[src/rtl/lcm_pkg.sv]
// Shared types and width helpers for the LCM co-processor.
// The controller state encoding and the result/counter widths derived from the operand width.
package lcm_pkg;

    typedef enum logic [1:0] {
        IDLE = 2'd0,
        RUN  = 2'd1,
        DONE = 2'd2
    } lcm_state_e;

    // The LCM of two w-bit values is at most their product, so it fits in 2*w bits.
    function automatic int lcm_rw(input int w);
        return 2 * w;
    endfunction

    // The step count never exceeds a+b-2, which is below 2^(w+1).
    function automatic int lcm_cw(input int w);
        return w + 1;
    endfunction

endpackage

[src/rtl/lcm_datapath.sv]
// Operand registers, running multiples x/y, step counter and comparator.
// On each step, the smaller of x/y is advanced by its own operand.
module lcm_datapath
    import lcm_pkg::*;
#(
    parameter int WIDTH = 8,
    localparam int RW = lcm_rw(WIDTH),
    localparam int CW = lcm_cw(WIDTH)
) (
    input  logic             clk,
    input  logic             rst_n,
    input  logic             load,
    input  logic             step,
    input  logic [WIDTH-1:0] in_a,
    input  logic [WIDTH-1:0] in_b,
    output logic             lt,
    output logic             eq,
    output logic [RW-1:0]    x,
    output logic [CW-1:0]    steps
);

    logic [WIDTH-1:0] r_a;
    logic [WIDTH-1:0] r_b;
    logic [RW-1:0]    r_x;
    logic [RW-1:0]    r_y;
    logic [CW-1:0]    r_steps;
    logic             w_lt;

    assign w_lt = (r_x < r_y);

    always_ff @(posedge clk or negedge rst_n) begin
        if (!rst_n) begin
            r_a     <= '0;
            r_b     <= '0;
            r_x     <= '0;
            r_y     <= '0;
            r_steps <= '0;
        end else if (load) begin
            r_a     <= in_a;
            r_b     <= in_b;
            r_x     <= RW'(in_a);
            r_y     <= RW'(in_b);
            r_steps <= '0;
        end else if (step) begin
            // x and y never pass the LCM, so these additions cannot wrap.
            if (w_lt) begin
                r_x <= r_x + RW'(r_a);
            end else begin
                r_y <= r_y + RW'(r_b);
            end
            r_steps <= r_steps + CW'(1);
        end
    end

    assign lt    = w_lt;
    assign eq    = (r_x == r_y);
    assign x     = r_x;
    assign steps = r_steps;

endmodule

[src/rtl/lcm_engine.sv]
// LCM co-processor: valid/ready command and result handshake around the
// repeated-addition datapath, with zero-operand error, step count and abort.
module lcm_engine
    import lcm_pkg::*;
#(
    parameter int WIDTH = 8,
    localparam int RW = lcm_rw(WIDTH),
    localparam int CW = lcm_cw(WIDTH)
) (
    input  logic             clk,
    input  logic             rst_n,
    input  logic             clear,
    input  logic             in_valid,
    output logic             in_ready,
    input  logic [WIDTH-1:0] in_a,
    input  logic [WIDTH-1:0] in_b,
    output logic             out_valid,
    input  logic             out_ready,
    output logic [RW-1:0]    out_lcm,
    output logic             out_err,
    output logic [CW-1:0]    out_steps,
    output logic             busy
);

    lcm_state_e    r_state;
    lcm_state_e    w_next_state;
    logic          w_load;
    logic          w_step;
    logic          w_latch;
    logic          w_zero_err;
    logic          w_zero_out;
    logic          w_lt;
    logic          w_eq;
    logic          w_gt;
    logic [RW-1:0] w_x;
    logic [CW-1:0] w_steps;
    logic [RW-1:0] r_lcm;
    logic          r_err;
    logic [CW-1:0] r_steps;

    lcm_datapath #(.WIDTH(WIDTH)) u_datapath (
        .clk   (clk),
        .rst_n (rst_n),
        .load  (w_load),
        .step  (w_step),
        .in_a  (in_a),
        .in_b  (in_b),
        .lt    (w_lt),
        .eq    (w_eq),
        .x     (w_x),
        .steps (w_steps)
    );

    assign w_gt = !w_lt && !w_eq;

    always_ff @(posedge clk or negedge rst_n) begin
        if (!rst_n) begin
            r_state <= IDLE;
        end else begin
            r_state <= w_next_state;
        end
    end

    always_comb begin
        w_next_state = r_state;
        w_load       = 1'b0;
        w_step       = 1'b0;
        w_latch      = 1'b0;
        w_zero_err   = 1'b0;
        w_zero_out   = 1'b0;
        case (r_state)
            IDLE: begin
                if (in_valid) begin
                    w_load = 1'b1;
                    if (in_a == '0 || in_b == '0) begin
                        w_next_state = DONE;
                        w_zero_err   = 1'b1;
                    end else begin
                        w_next_state = RUN;
                    end
                end
            end
            RUN: begin
                if (w_eq) begin
                    w_next_state = DONE;
                    w_latch      = 1'b1;
                end else begin
                    // Advance whichever side is behind.
                    w_step = w_lt || w_gt;
                end
            end
            DONE: begin
                if (out_ready) begin
                    w_next_state = IDLE;
                    w_zero_out   = 1'b1;
                end
            end
            default: begin
                w_next_state = IDLE;
            end
        endcase
        // Abort overrides every handshake in the same cycle.
        if (clear) begin
            w_next_state = IDLE;
            w_load       = 1'b0;
            w_step       = 1'b0;
            w_latch      = 1'b0;
            w_zero_err   = 1'b0;
            w_zero_out   = 1'b1;
        end
    end

    always_ff @(posedge clk or negedge rst_n) begin
        if (!rst_n) begin
            r_lcm   <= '0;
            r_err   <= 1'b0;
            r_steps <= '0;
        end else if (w_zero_out) begin
            r_lcm   <= '0;
            r_err   <= 1'b0;
            r_steps <= '0;
        end else if (w_zero_err) begin
            r_lcm   <= '0;
            r_err   <= 1'b1;
            r_steps <= '0;
        end else if (w_latch) begin
            r_lcm   <= w_x;
            r_err   <= 1'b0;
            r_steps <= w_steps;
        end
    end

    assign in_ready  = (r_state == IDLE);
    assign out_valid = (r_state == DONE);
    assign busy      = (r_state == RUN);
    assign out_lcm   = r_lcm;
    assign out_err   = r_err;
    assign out_steps = r_steps;

endmodule

[config.mk]
export PLATFORM = sky130hd
export DESIGN_NAME = lcm_engine
export DESIGN_NICKNAME = d
export VERILOG_FILES = /design/src/rtl/lcm_pkg.sv /design/src/rtl/lcm_datapath.sv /design/src/rtl/lcm_engine.sv
export SDC_FILE = /design/constraint.sdc
export NUM_CORES = 1
export LEC_CHECK = 0
export CAP_MARGIN = 20
export CORE_ASPECT_RATIO = 1.1
export CORE_MARGIN = 2
export CORE_UTILIZATION = 30
export DETAILED_ROUTE_END_ITERATION = 10
export GPL_ROUTABILITY_DRIVEN = 0
export PLACE_DENSITY = 0.47
export SYNTH_ARGS = -nofsm -noshare
export SYNTH_HDL_FRONTEND = slang
export SYNTH_SLANG_ARGS = --single-unit
export TNS_END_PERCENT = 1
[constraint.sdc]
create_clock -name clk -period 4.7 [get_ports clk]
set_input_delay 0.705 -clock clk [delete_from_list [all_inputs] [get_ports clk]]
set_output_delay 0.705 -clock clk [all_outputs]
set_load 0.05 [all_outputs]
==> metrics.txt <==
status=finished clean; Pwr Density=582 mW/mm²; Clk pwr share=around 23%; DR iter-0 viols=245; crit path DAT=3.26 ns; minimum clock period=about 3.0 ns; # DRC=0; Max Fanout on Critical Path=19; Hold Vio Cnt, Final=0; DR vias/cell=between 5 and 6; maxcap violations=0; crit-path cells=clkdlybuf4s50_1 > nor3b_2 > o41a_1 > o2111a_1 > nor2_1 > a211o_1; CP delay by family, top=compound AO/OA/AOI/OAI gates; internal reg-to-reg setup slack=roughly 1.8 ns; register area share after synthesis=44.2%; asr flop ratio synth=between 90% and 100%; Comb power frac=between 40% and 50%; commonest non-fill, non-tap cells in the layout=dfrtp_1, nand2_1, clkdlybuf4s50_1; Die ar.=0.0171 mm²; Clock transition at path regs=around 0.060 ns; Switching Fraction=around two fifths; Pleak=0.00267 µW; CP Depth=6; total track usage=15.2%; CTS resizes=0; Syn Area/Cell=around 9.9 µm²; row count=between 40 and 50; Startpoint Class=input port; First-pass DRT Iterations=4; fin nets=591; DP Cell Count=724; Worst Tran Pin Value=between 0.8 and 0.9 ns; path depth of the worst reg2reg path=7; Area growth syn-to-layout=21.1%; Psw=around 1400 µW; I/O Pins=50; Fmax=between 0.3 and 0.4 GHz; WHS=about 0.35 ns; CTS root buffer=clkbuf_16; largest net degree at the start of global routing=45; H-tree depth=3; CORE AREA=~0.016 mm²; Min-Delay Path Class=input port to asynchronous set/reset pin; Detail Route Antenna Nets=0; Non-Filler Instances=740; clock latency on the worst-skew pair=0.34 ns; syn_nets=542; Clock Sink Count=between 80 and 90; Post-synth EDFFs=0; final worst setup slack=about 1.7 ns; Die Wd=between 100 and 150 µm; worst path bufs/invs=1; vias=3,852; layout cells sized above 1=under 10%; initial antenna violation count=0; sequential share of power=a little under a third; worst relative slew slack=43.2%; Placement Setup Slack=roughly 1.3 ns; CTS Buf Count=9; Clock Tree Buf Depth=2; final HPWL from detailed placement=9.16 mm; Cell variety after synth=between 50 and 60; Setup Total Neg Slack=0 ns; Crit-path slowest cell=o2111a_1; P_int=approximately 2000 µW; port bufs=49; postcts setup bufs=0; Critical Path End Type=flop; Congestion Overflow GR=0; synth warn=0; RSZ-0062 raised after global routing=false; DRT Wirelength=12.4 mm; TritonCTS clock tree=built; commonest non-fill, non-tap cell in the layout=dfrtp_1; Mapped Cells=approximately 490; RR Startpoint=u_datapath.r_y[13]; Critical Path Max Stage Delay=0.81 ns; # hold bufs at CTS=0; top_reg_cell synth=dfrtp_1; Avg WL per Cell=between 15 and 20 µm; vias in the first global route=roughly 4,000; ANT cells=0; first-pass GRT wire length=20.6 mm; mapped cell area=approximately 0.0048 mm²; required time worst endpoint=around 5 ns; Clock Skews=roughly 0.0057 ns; post-synthesis register bit count=between 80 and 90; category of the most critical setup path=input port to flop; Initial Util=between 30% and 40%; max-slew violations=0; Max VDD drop=around 0.26 mV; worst r2r dst=u_datapath.x[14]; setup violators final=0; fin crit share=64.5%; height of the die=137 µm
-- metrics by stage --
step	total power (µW)	utilization (%)	area (µm²)
global placement	2610	35.0	5510
detailed placement	2630	35.0	5510
CTS	3430	37.1	5830
global route	3690	37.1	5830
finish	3400	37.1	5830
floorplan	2240	-	4820
-- state kept, by name, summed over array words and instances, names as in the netlist --
signal	count
u_datapath.steps	9
u_datapath.x	16
u_datapath.r_y	16
out_err	1
u_datapath.r_b	8
out_lcm	16
r_state	2
u_datapath.r_a	8
out_steps	9
-- final cells by class --
class,count,area (µm²)
clock buffer,9,225
clock inverter,7,98.8
fill,1591,9900
multi-input combinational,364,2520
timing repair buffer,55,533
sequential,85,2130
tap,200,250
inverter,20,75.1
-- metal layers --
metal / share of wire (%) / vias to the layer above / track usage (%) / wire (µm)
met5: 0 / - / 0 / 0
met4: 2.7 / 0 / 6.36 / 334
met3: 3.0 / 21 / 2.93 / 370
met2: 47 / 71 / 25.6 / 5840
met1: 47 / 1882 / 19.3 / 5810
li1: - / 1878 / - / -
-- cell usage after synthesis (3+ instances only) --
library cell  count  area share [%]
a21o_1            6            0.93
a211oi_1          4            0.62
o21ai_0          19             2.0
clkbuf_1          8            0.62
buf_6             4            0.93
o311ai_1          8             1.5
inv_1            20             1.6
ha_1             33             8.6
xnor2_1           7             1.3
a211o_1           7             1.3
nor4_1            5            0.65
mux2i_1          13             2.7
dfrtp_1          85              44
a21oi_1          26             2.7
a221o_1           3            0.62
nand3_1          10             1.0
nor3_1            9            0.93
nor2_1           28             2.2
nand2b_1          4            0.52
nand4_1          12             1.6
buf_1             3            0.23
nand2_1          77             6.0
nor2b_1           7            0.91
or3_1             4            0.52
or4_1             3            0.47
o211ai_1          6            0.93
and3_1            8             1.0
a22o_1           25             4.5
xor2_1            9             1.6
-- cell families (layout without fill, tap and decap cells) --
kind of cell	Yosys count	count (layout)	share of synthesized area (%)
buf+inv	37	91	3.56
compound gates	123	123	19.1
xor+xnor	16	16	2.91
flops	85	85	44.2
fa+ha+maj	35	35	9.40
mux	14	14	3.01
simple gates	176	176	17.9
-- how the worst max path moves through the flow --
stage | from | end | slack [ns]
2_1_floorplan | u_datapath.r_y[13] | u_datapath.r_y[11] | 2.42
3_3_place_gp | clear | u_datapath.x[10] | 1.43
3_5_place_dp | clear | u_datapath.x[14] | 1.33
4_1_cts | clear | u_datapath.x[14] | 1.68
5_1_grt | clear | u_datapath.x[14] | 1.50
6_report | clear | u_datapath.x[14] | 1.67
-- power by group through the flow --
stage / clock network, µW / logic, µW / registers, µW
finish: 781 / 1550 / 1070
global placement: 0 / 1530 / 1080
global route: 837 / 1750 / 1100
CTS: 800 / 1560 / 1070
floorplan: 0 / 1220 / 1020
detailed placement: 0 / 1550 / 1080
(Power assumes the default switching activity.)
